**src/rtl/dcr_dispatch.sv**
```systemverilog
// Kernel dispatcher: DCR register file plus a block scheduler that hands
// thread blocks to free compute cores and tracks their completion.
module dcr_dispatch #(
  parameter int ADDR_W    = 4,
  parameter int DATA_W    = 8,
  parameter int NUM_REGS  = 16,
  parameter int NUM_CORES = 2,
  parameter int TPB       = 4
) (
  input  logic                          clk,
  input  logic                          reset,
  input  logic                          start,
  input  logic [ADDR_W-1:0]             dcr_address,
  input  logic [DATA_W-1:0]             dcr_data_in,
  input  logic                          dcr_write_enable,
  output logic [DATA_W-1:0]             dcr_data_out,
  output logic                          dcr_write_err,
  output logic                          busy,
  output logic                          done,
  output logic [NUM_CORES-1:0]          core_start,
  output logic [NUM_CORES*DATA_W-1:0]   core_block_id,
  output logic [NUM_CORES*DATA_W-1:0]   core_thread_count,
  input  logic [NUM_CORES-1:0]          core_done
);

  localparam int CW  = DATA_W + 1;
  localparam int TSH = $clog2(TPB);

  // IDLE: no kernel yet | RUN: dispatching/awaiting blocks | DONE: kernel finished, sticky
  typedef enum logic [1:0] {S_IDLE, S_RUN, S_DONE} state_t;

  state_t                        state, state_nxt;
  logic [DATA_W-1:0]             regs [NUM_REGS];
  logic                          start_q, start_blk;
  logic [CW-1:0]                 total_blocks, next_block, blocks_done;

  logic                          addr_ok, wr_ok, start_edge, launch, dispatch;
  logic [DATA_W-1:0]             rd_data, last_rem, disp_count;
  logic [CW-1:0]                 total_calc, done_cnt;
  logic [NUM_CORES-1:0]          acc, pick, start_nxt;
  logic [NUM_CORES*DATA_W-1:0]   id_nxt, cnt_nxt;

  assign busy         = (state == S_RUN);
  assign done         = (state == S_DONE);
  assign dcr_data_out = rd_data;

  // start_blk suppresses a launch from a start level that was already high at reset release
  assign start_edge = start & ~start_q & ~start_blk;
  assign launch     = start_edge & (state != S_RUN);
  assign wr_ok      = dcr_write_enable & addr_ok & (state != S_RUN);
  assign total_calc = ({1'b0, regs[0]} + CW'(TPB - 1)) >> TSH;
  assign last_rem   = regs[0] & DATA_W'(TPB - 1);

  always_comb begin
    addr_ok = 1'b0;
    rd_data = '0;
    for (int r = 0; r < NUM_REGS; r++) begin
      if (dcr_address == ADDR_W'(r)) begin
        addr_ok = 1'b1;
        rd_data = regs[r];
      end
    end
  end

  always_comb begin
    acc      = core_start & core_done;
    done_cnt = '0;
    pick     = '0;
    for (int i = 0; i < NUM_CORES; i++) done_cnt = done_cnt + CW'(acc[i]);
    for (int i = NUM_CORES - 1; i >= 0; i--) begin
      if (!core_start[i]) begin
        pick    = '0;
        pick[i] = 1'b1;
      end
    end
    dispatch   = (state == S_RUN) && (|pick) && (next_block < total_blocks);
    disp_count = ((next_block == total_blocks - CW'(1)) && (last_rem != '0)) ? last_rem : DATA_W'(TPB);
    start_nxt  = core_start & ~acc;
    id_nxt     = core_block_id;
    cnt_nxt    = core_thread_count;
    for (int i = 0; i < NUM_CORES; i++) begin
      if (dispatch && pick[i]) begin
        start_nxt[i]                  = 1'b1;
        id_nxt[i*DATA_W +: DATA_W]    = next_block[DATA_W-1:0];
        cnt_nxt[i*DATA_W +: DATA_W]   = disp_count;
      end
    end
  end

  always_comb begin
    state_nxt = state;
    case (state)
      S_IDLE, S_DONE: if (launch) state_nxt = S_RUN;
      S_RUN:          if (blocks_done == total_blocks) state_nxt = S_DONE;
      default:        state_nxt = S_IDLE;
    endcase
  end

  always_ff @(posedge clk) begin
    if (reset) state <= S_IDLE;
    else       state <= state_nxt;
  end

  always_ff @(posedge clk) begin
    if (reset) begin
      for (int r = 0; r < NUM_REGS; r++) regs[r] <= '0;
      start_q           <= 1'b0;
      start_blk         <= 1'b1;
      dcr_write_err     <= 1'b0;
      total_blocks      <= '0;
      next_block        <= '0;
      blocks_done       <= '0;
      core_start        <= '0;
      core_block_id     <= '0;
      core_thread_count <= '0;
    end else begin
      start_q       <= start;
      start_blk     <= start_blk & start;
      dcr_write_err <= dcr_write_enable & ~wr_ok;
      for (int r = 0; r < NUM_REGS; r++) begin
        if (wr_ok && dcr_address == ADDR_W'(r)) regs[r] <= dcr_data_in;
      end
      if (launch) begin
        total_blocks <= total_calc;
        next_block   <= '0;
        blocks_done  <= '0;
        core_start   <= '0;
      end else if (state == S_RUN) begin
        blocks_done       <= blocks_done + done_cnt;
        core_start        <= start_nxt;
        core_block_id     <= id_nxt;
        core_thread_count <= cnt_nxt;
        if (dispatch) next_block <= next_block + CW'(1);
      end
    end
  end

endmodule
```
**config.mk**
```make
export PLATFORM = sky130hd
export DESIGN_NAME = dcr_dispatch
export DESIGN_NICKNAME = d
export VERILOG_FILES = /design/src/rtl/dcr_dispatch.sv
export SDC_FILE = /design/constraint.sdc
export NUM_CORES = 1
export LEC_CHECK = 0
export ABC_AREA = 1
export CORE_UTILIZATION = 55
export DETAILED_ROUTE_END_ITERATION = 8
export HOLD_SLACK_MARGIN = 0.06
export PLACE_DENSITY = 0.73
export SYNTH_ARGS = -nofsm -noshare
export SYNTH_HDL_FRONTEND = slang
export SYNTH_SLANG_ARGS = --single-unit
```
**constraint.sdc**
```tcl
create_clock -name clk -period 5.15 [get_ports clk]
set_clock_uncertainty 0.1 [all_clocks]
set_input_delay 0.515 -clock clk [delete_from_list [all_inputs] [get_ports clk]]
set_output_delay 0.515 -clock clk [all_outputs]
set_load 0.1 [all_outputs]
```
==> out/summary.txt, run 1 <==
clk_lat worst skew = 0.42 ns
DR pass1 iterations = 5
critical path type = input port to output pin
clock buffer depth = 2
Core Area = 14600 µm²
Buffers on Ports = 52
worst-path maximum fanout = 11
Mapped Area = 8270 µm²
vias in the first global route = 5851
GRT overflow = 0
Post-Route WL = 18900 µm
DRT antenna net count = 0
Post-Syn Instances = 891
Final Max Tran Viols = 0
# fillers = 1170
initial core utilization = 0.567
htree depth = 4
RSZ-0062 raised after global routing = false
GRT Total Usage = 0.257
Yosys top cell area share = 0.465
vias = 6259
r2r worst-path depth = 11
#FFs+latches synth = 182
most frequent cell after synthesis = nor2_1
Worst Tran Pin Value = 1.24 ns
CP startpoint kind = input port
initial antenna violation count = 0
clk root buf = clkbuf_16
die width = 125 µm
Seq/Total Area, Yosys = 0.596
Synth Warn # = 0
ANT cells = 0
crit share post-route = 0.651
FF-to-FF Start = total_blocks[2]$_SDFFE_PP0P_
Area Growth Syn to Fin = 15.1%
top cells by area, synth = edfxtp_1 (47%), dfxtp_1 (13%), nor2_1 (8.2%), nand2_1 (7.5%), inv_1 (3.8%)
Inserted Clock Buffers = 17
Distinct cells, synth = 43
endpoint type of the worst setup path = output pin
I/O pin total = 63
worst min-delay path class = flop to flop
Main synth FF type = edfxtp_1
post-DP HPWL = 13700 µm
# resized after CTS = 0
# Post-CTS Setup Buffers = 0
hold_sp = core_block_id[15]$_SDFFE_PP0P_
clock sink count = 182
min Tclk post-route = 3.35 ns
Post-synth EDFFs = 128
Max Cap Viol = 0
final setup fails = 0
Critical Path AT = 2.74 ns
hold path depth = 2
clock-pin slew on the worst setup and hold paths = 0.06 ns
Pleak = 3.69 nW
Hold Buf Count CTS = 0
TritonCTS clock tree = built
R2R setup slack = 2.58 ns
outcome = finished, final reports clean
residual DRC count = 0
Fin. Hold Viols = 0
Post-synth top cells = nor2_1 (180), nand2_1 (166), edfxtp_1 (128)
Storage cell area = 4920 µm²
cell taking the most area after synthesis = edfxtp_1
die area = 15500 µm²
layout cells sized above 1 = 0.0839
syn_area_per_cell = 9.28 µm²
Peak supply drop = 0.000213 V
number of cell rows = 44
Placed Cells incl. Taps = 1117
vias per std cell = 5.45
area of the multi-input gates = 2850 µm²
largest net degree at the start of global routing = 25
first-pass GRT wire length = 30700 µm
WHS Endpoint = core_block_id[15]$_SDFFE_PP0P_
Async SR Flop Fraction = 0
DR WL/cell = 16.4 µm
die height = 125 µm
final net count = 981
drt first-iter violations = 598
routability cong. = 0.837
Slew HR = 0.166
CP required = 4.53 ns
Max Fclk = 298 MHz
power per cell area = 344 nW/µm²
Setup TNS = 0 ns
RR Endpoint = core_thread_count[10]$_SDFFE_PP0P_
fin cells = 1149
[report_power, final]
group          internal, mW  total [mW]  switching, mW
Combinational        0.0766       0.357          0.281
Clock                 0.681        1.26          0.580
Sequential             1.63        1.66         0.0245
[stage by stage]
stage / power, mW / util / setup slack [ns] / hold slack, ns / area (µm²)
floorplan: 1.95 / - / 2.11 / 0.318 / 8300
global placement: 2.04 / 0.613 / 1.89 / 0.330 / 8940
detailed placement: 2.05 / 0.613 / 1.84 / 0.328 / 8940
CTS: 3.28 / 0.652 / 1.81 / 0.341 / 9510
global route: 3.38 / 0.652 / 1.63 / 0.362 / 9510
finish: 3.28 / 0.652 / 1.80 / 0.344 / 9510
[critical path, stage by stage]
cell and delay, ns:
clkdlybuf4s50_1 0.51, inv_2 0.12, nand2_1 0.13, nor2_1 0.42, inv_1 0.32, nand2_1 0.16, inv_1 0.04, nand3_1 0.09
nand2_1 0.06, nand4_1 0.07, buf_4 0.29
[registers in the layout, summed over array words and instances (netlist names)]
register / flops
blocks_done: 9
core_block_id: 16
core_start: 2
core_thread_count: 6
dcr_write_err: 1
next_block: 9
regs: 128
start_blk: 1
start_q: 1
state: 2
total_blocks: 7
[metal layers]
layer	share of wire	GRT usage	wire length [µm]
met1	0.48	0.381	9030
met2	0.44	0.382	8270
met3	0.068	0.0468	1280
met4	0.016	0.0801	299
met5	0	0	0
[cell usage in the layout, fill, tap and decap left out, types with 3 or more instances in the layout]
master	synthesis	final
nor2_1	180	180
nand2_1	166	166
edfxtp_1	128	128
inv_1	84	84
dfxtp_1	54	54
nand3_1	50	50
clkdlybuf4s50_1	0	44
a21oi_1	37	37
o21ai_0	32	32
nand4_1	21	21
buf_4	11	18
clkbuf_16	0	17
xor2_1	13	13
inv_2	12	12
nor3_1	11	11
ha_1	10	10
conb_1	1	10
nor2_2	7	7
or2_0	7	7
o32ai_1	5	5
o21ai_1	4	4
nor2_4	3	3
nor3b_1	3	3
xnor2_1	3	3
nor3_2	3	3
and3_1	3	3
inv_6	0	3
inv_8	0	3
clkinv_4	0	3
[cells by family (layout without fill, tap and decap cells)]
kind of cell             count (synthesis)  count (layout)  synth area share
AO/OA/AOI/OAI                           90              90            0.0619
other                                    1              10          0.000454
buffers and inverters                  125             190            0.0634
AND/OR/NAND/NOR                        466             466             0.244
XOR/XNOR                                16              16            0.0170
adder cells (fa/ha/maj)                 11              11            0.0176
flip-flops                             182             182             0.596
[worst max path at each step]
| stage | startpoint | end | cells past startpoint |
|---|---|---|---|
| 2_1_floorplan | dcr_address[1] | dcr_data_out[1] | 12 |
| 3_3_place_gp | dcr_address[0] | dcr_data_out[6] | 10 |
| 3_5_place_dp | dcr_address[0] | dcr_data_out[2] | 10 |
| 4_1_cts | dcr_address[0] | dcr_data_out[2] | 10 |
| 5_1_grt | dcr_address[0] | dcr_data_out[1] | 10 |
| 6_report | dcr_address[1] | dcr_data_out[1] | 11 |
[area by class of cell]
cell class / instances / share of cell area
repair buffers: 62 / 0.0605
multi-input cells: 593 / 0.300
inverters: 96 / 0.0379
clock inverters: 14 / 0.0149
well taps: 184 / 0.0242
flip-flops and latches: 182 / 0.518
clock buffers: 18 / 0.0451
No activity file was read; power rests on OpenSTA's default activity.
==> run 2, diff against run 1 <==
CORE_UTILIZATION = 53   (was 55)
clock period = 2.9 ns   (was 5.15 ns; I/O delays follow)
==> run 2 against run 1 <==
Flip-flop and latch count unchanged. Combinational power grew 100%. Sequential share of layout area shrank 1.4 points. First-iteration DRC count up 24%. Via count rose by 3.9%. Design area up 2.7%.
==> out/summary.txt, run 2 (synthesis results as in run 1) <==
first-pass GRT wire length = 32300 µm
Buffers on Ports = 52
Critical Path Start = regs[0][0]$_SDFFCE_PN0P_
RR Endpoint = core_thread_count[10]$_SDFFE_PP0P_
Post-Route WL = 20200 µm
crit share post-route = 0.853
fin cells = 1177
Peak supply drop = 0.000499 V
Final Max Tran Viols = 0
FF-to-FF Start = total_blocks[2]$_SDFFE_PP0P_
largest register by flop count = regs
I/O pin total = 63
CP required = 2.51 ns
Post-Layout Inst Area = 9770 µm²
final setup fails = 0
max reg flops = 128
initial core utilization = 0.544
R2R setup slack = 0.64 ns
Place WS = 0.0927 ns
largest net degree at the start of global routing = 22
final net count = 1005
GRT overflow = 0
number of cell rows = 45
Max Cap Viol = 0
area of the multi-input gates = 2850 µm²
worst-path maximum fanout = 4
Final WS setup = 0.426 ns
commonest non-fill, non-tap cell in the layout = nor2_1
Max Fclk = 404 MHz
Pleak = 3.94 nW
vias per std cell = 5.53
clk root buf = clkbuf_16
crit-path cells = nand3_1 -> nand2_1 -> nor2_1 -> nand3_1 -> nand2_1 -> nand4_1 -> nor2_1 -> nand4_1 -> nand2_1 -> nand3_1 -> buf_12
endpoint type of the worst setup path = output pin
WHS Endpoint = dcr_write_err$_SDFF_PP0_
Slew HR = 0.606
Worst Tran Pin Value = 0.590 ns
vias = 6506
TritonCTS clock tree = built
Final Core Density = 0.642
most frequent cells in the layout = nor2_1 (180), nand2_1 (165), edfxtp_1 (128), inv_1 (84), buf_4 (61)
# fillers = 1213
Core Area = 15200 µm²
initial antenna violation count = 0
htree depth = 4
Critical-path top delay cell = edfxtp_1
critical path type = flop to output pin
DRT antenna net count = 0
Setup TNS = 0 ns
largest registers = regs (128), core_block_id (16)
DR pass1 iterations = 8
min Tclk post-route = 2.47 ns
CP startpoint kind = flop
WHS = 0.316 ns
hold_sp = dcr_write_enable
Critical Path AT = 2.08 ns
worst min-delay path class = input port to flop
ANT cells = 0
die width = 127 µm
post-DP HPWL = 14600 µm
outcome = finished, final reports clean
hold path depth = 3
Tot Pwr = 6.03 mW
clock buffer depth = 2
clock sink count = 182
Worst path max stage delay = 0.46 ns
clk_lat worst skew = 0.43 ns
r2r worst-path depth = 11
routability cong. = 0.922
placed inst area = 9160 µm²
Inserted Clock Buffers = 17
GRT Total Usage = 0.267
clock-pin slew on the worst setup and hold paths = 0.06 ns
Placed Cells incl. Taps = 1145
Fin. Hold Viols = 0
RSZ-0062 raised after global routing = false
Storage cell area = 4920 µm²
die height = 127 µm
power per cell area = 617 nW/µm²
DR WL/cell = 17.2 µm
drt first-iter violations = 741
residual DRC count = 0
die area = 16100 µm²
layout cells sized above 1 = 0.126
vias in the first global route = 6152
Area Growth Syn to Fin = 18.2%
-- run 2: power by group --
group          internal, mW  switching, mW  total (mW)
logic                 0.196          0.522       0.719
registers              2.90         0.0436        2.95
clock network          1.43          0.933        2.36
-- run 2: layout make-up --
cell class,count,share of cell area
sequential,182,0.504
multi-input combinational,593,0.292
timing repair buffer,86,0.0817
clock buffer,21,0.0451
inverter,96,0.0369
tap,188,0.0241
clock inverter,11,0.0159
-- run 2: worst max-delay path: cells and delay by family (launching register included) --
kind,cells,cell delay (ns)
AND/OR/NAND/NOR,10,1.00
flip-flops,1,0.46
buffers and inverters,1,0.19
-- run 2: how the worst max path moves through the flow --
stage                             endpoint  slack [ns]
2_1_floorplan  blocks_done[8]$_SDFFE_PP0P_        0.10
3_3_place_gp               dcr_data_out[0]        0.15
3_5_place_dp               dcr_data_out[2]        0.09
4_1_cts                    dcr_data_out[2]        0.08
5_1_grt                    dcr_data_out[0]        0.23
6_report                   dcr_data_out[0]        0.43
-- run 2: what timing repair did --
action	in CTS	in global routing
setup endpoints to repair	0	6
buffers inserted	0	0
hold buffers	0	0
gates resized for setup	0	5
-- run 2: layer usage --
layer / part of all wire / GRT usage / vias to the layer above
li1: - / - / 3109
met1: 0.45 / 0.374 / 3029
met2: 0.44 / 0.403 / 328
met3: 0.092 / 0.0628 / 40
met4: 0.024 / 0.104 / 0
met5: 0 / 0 / -
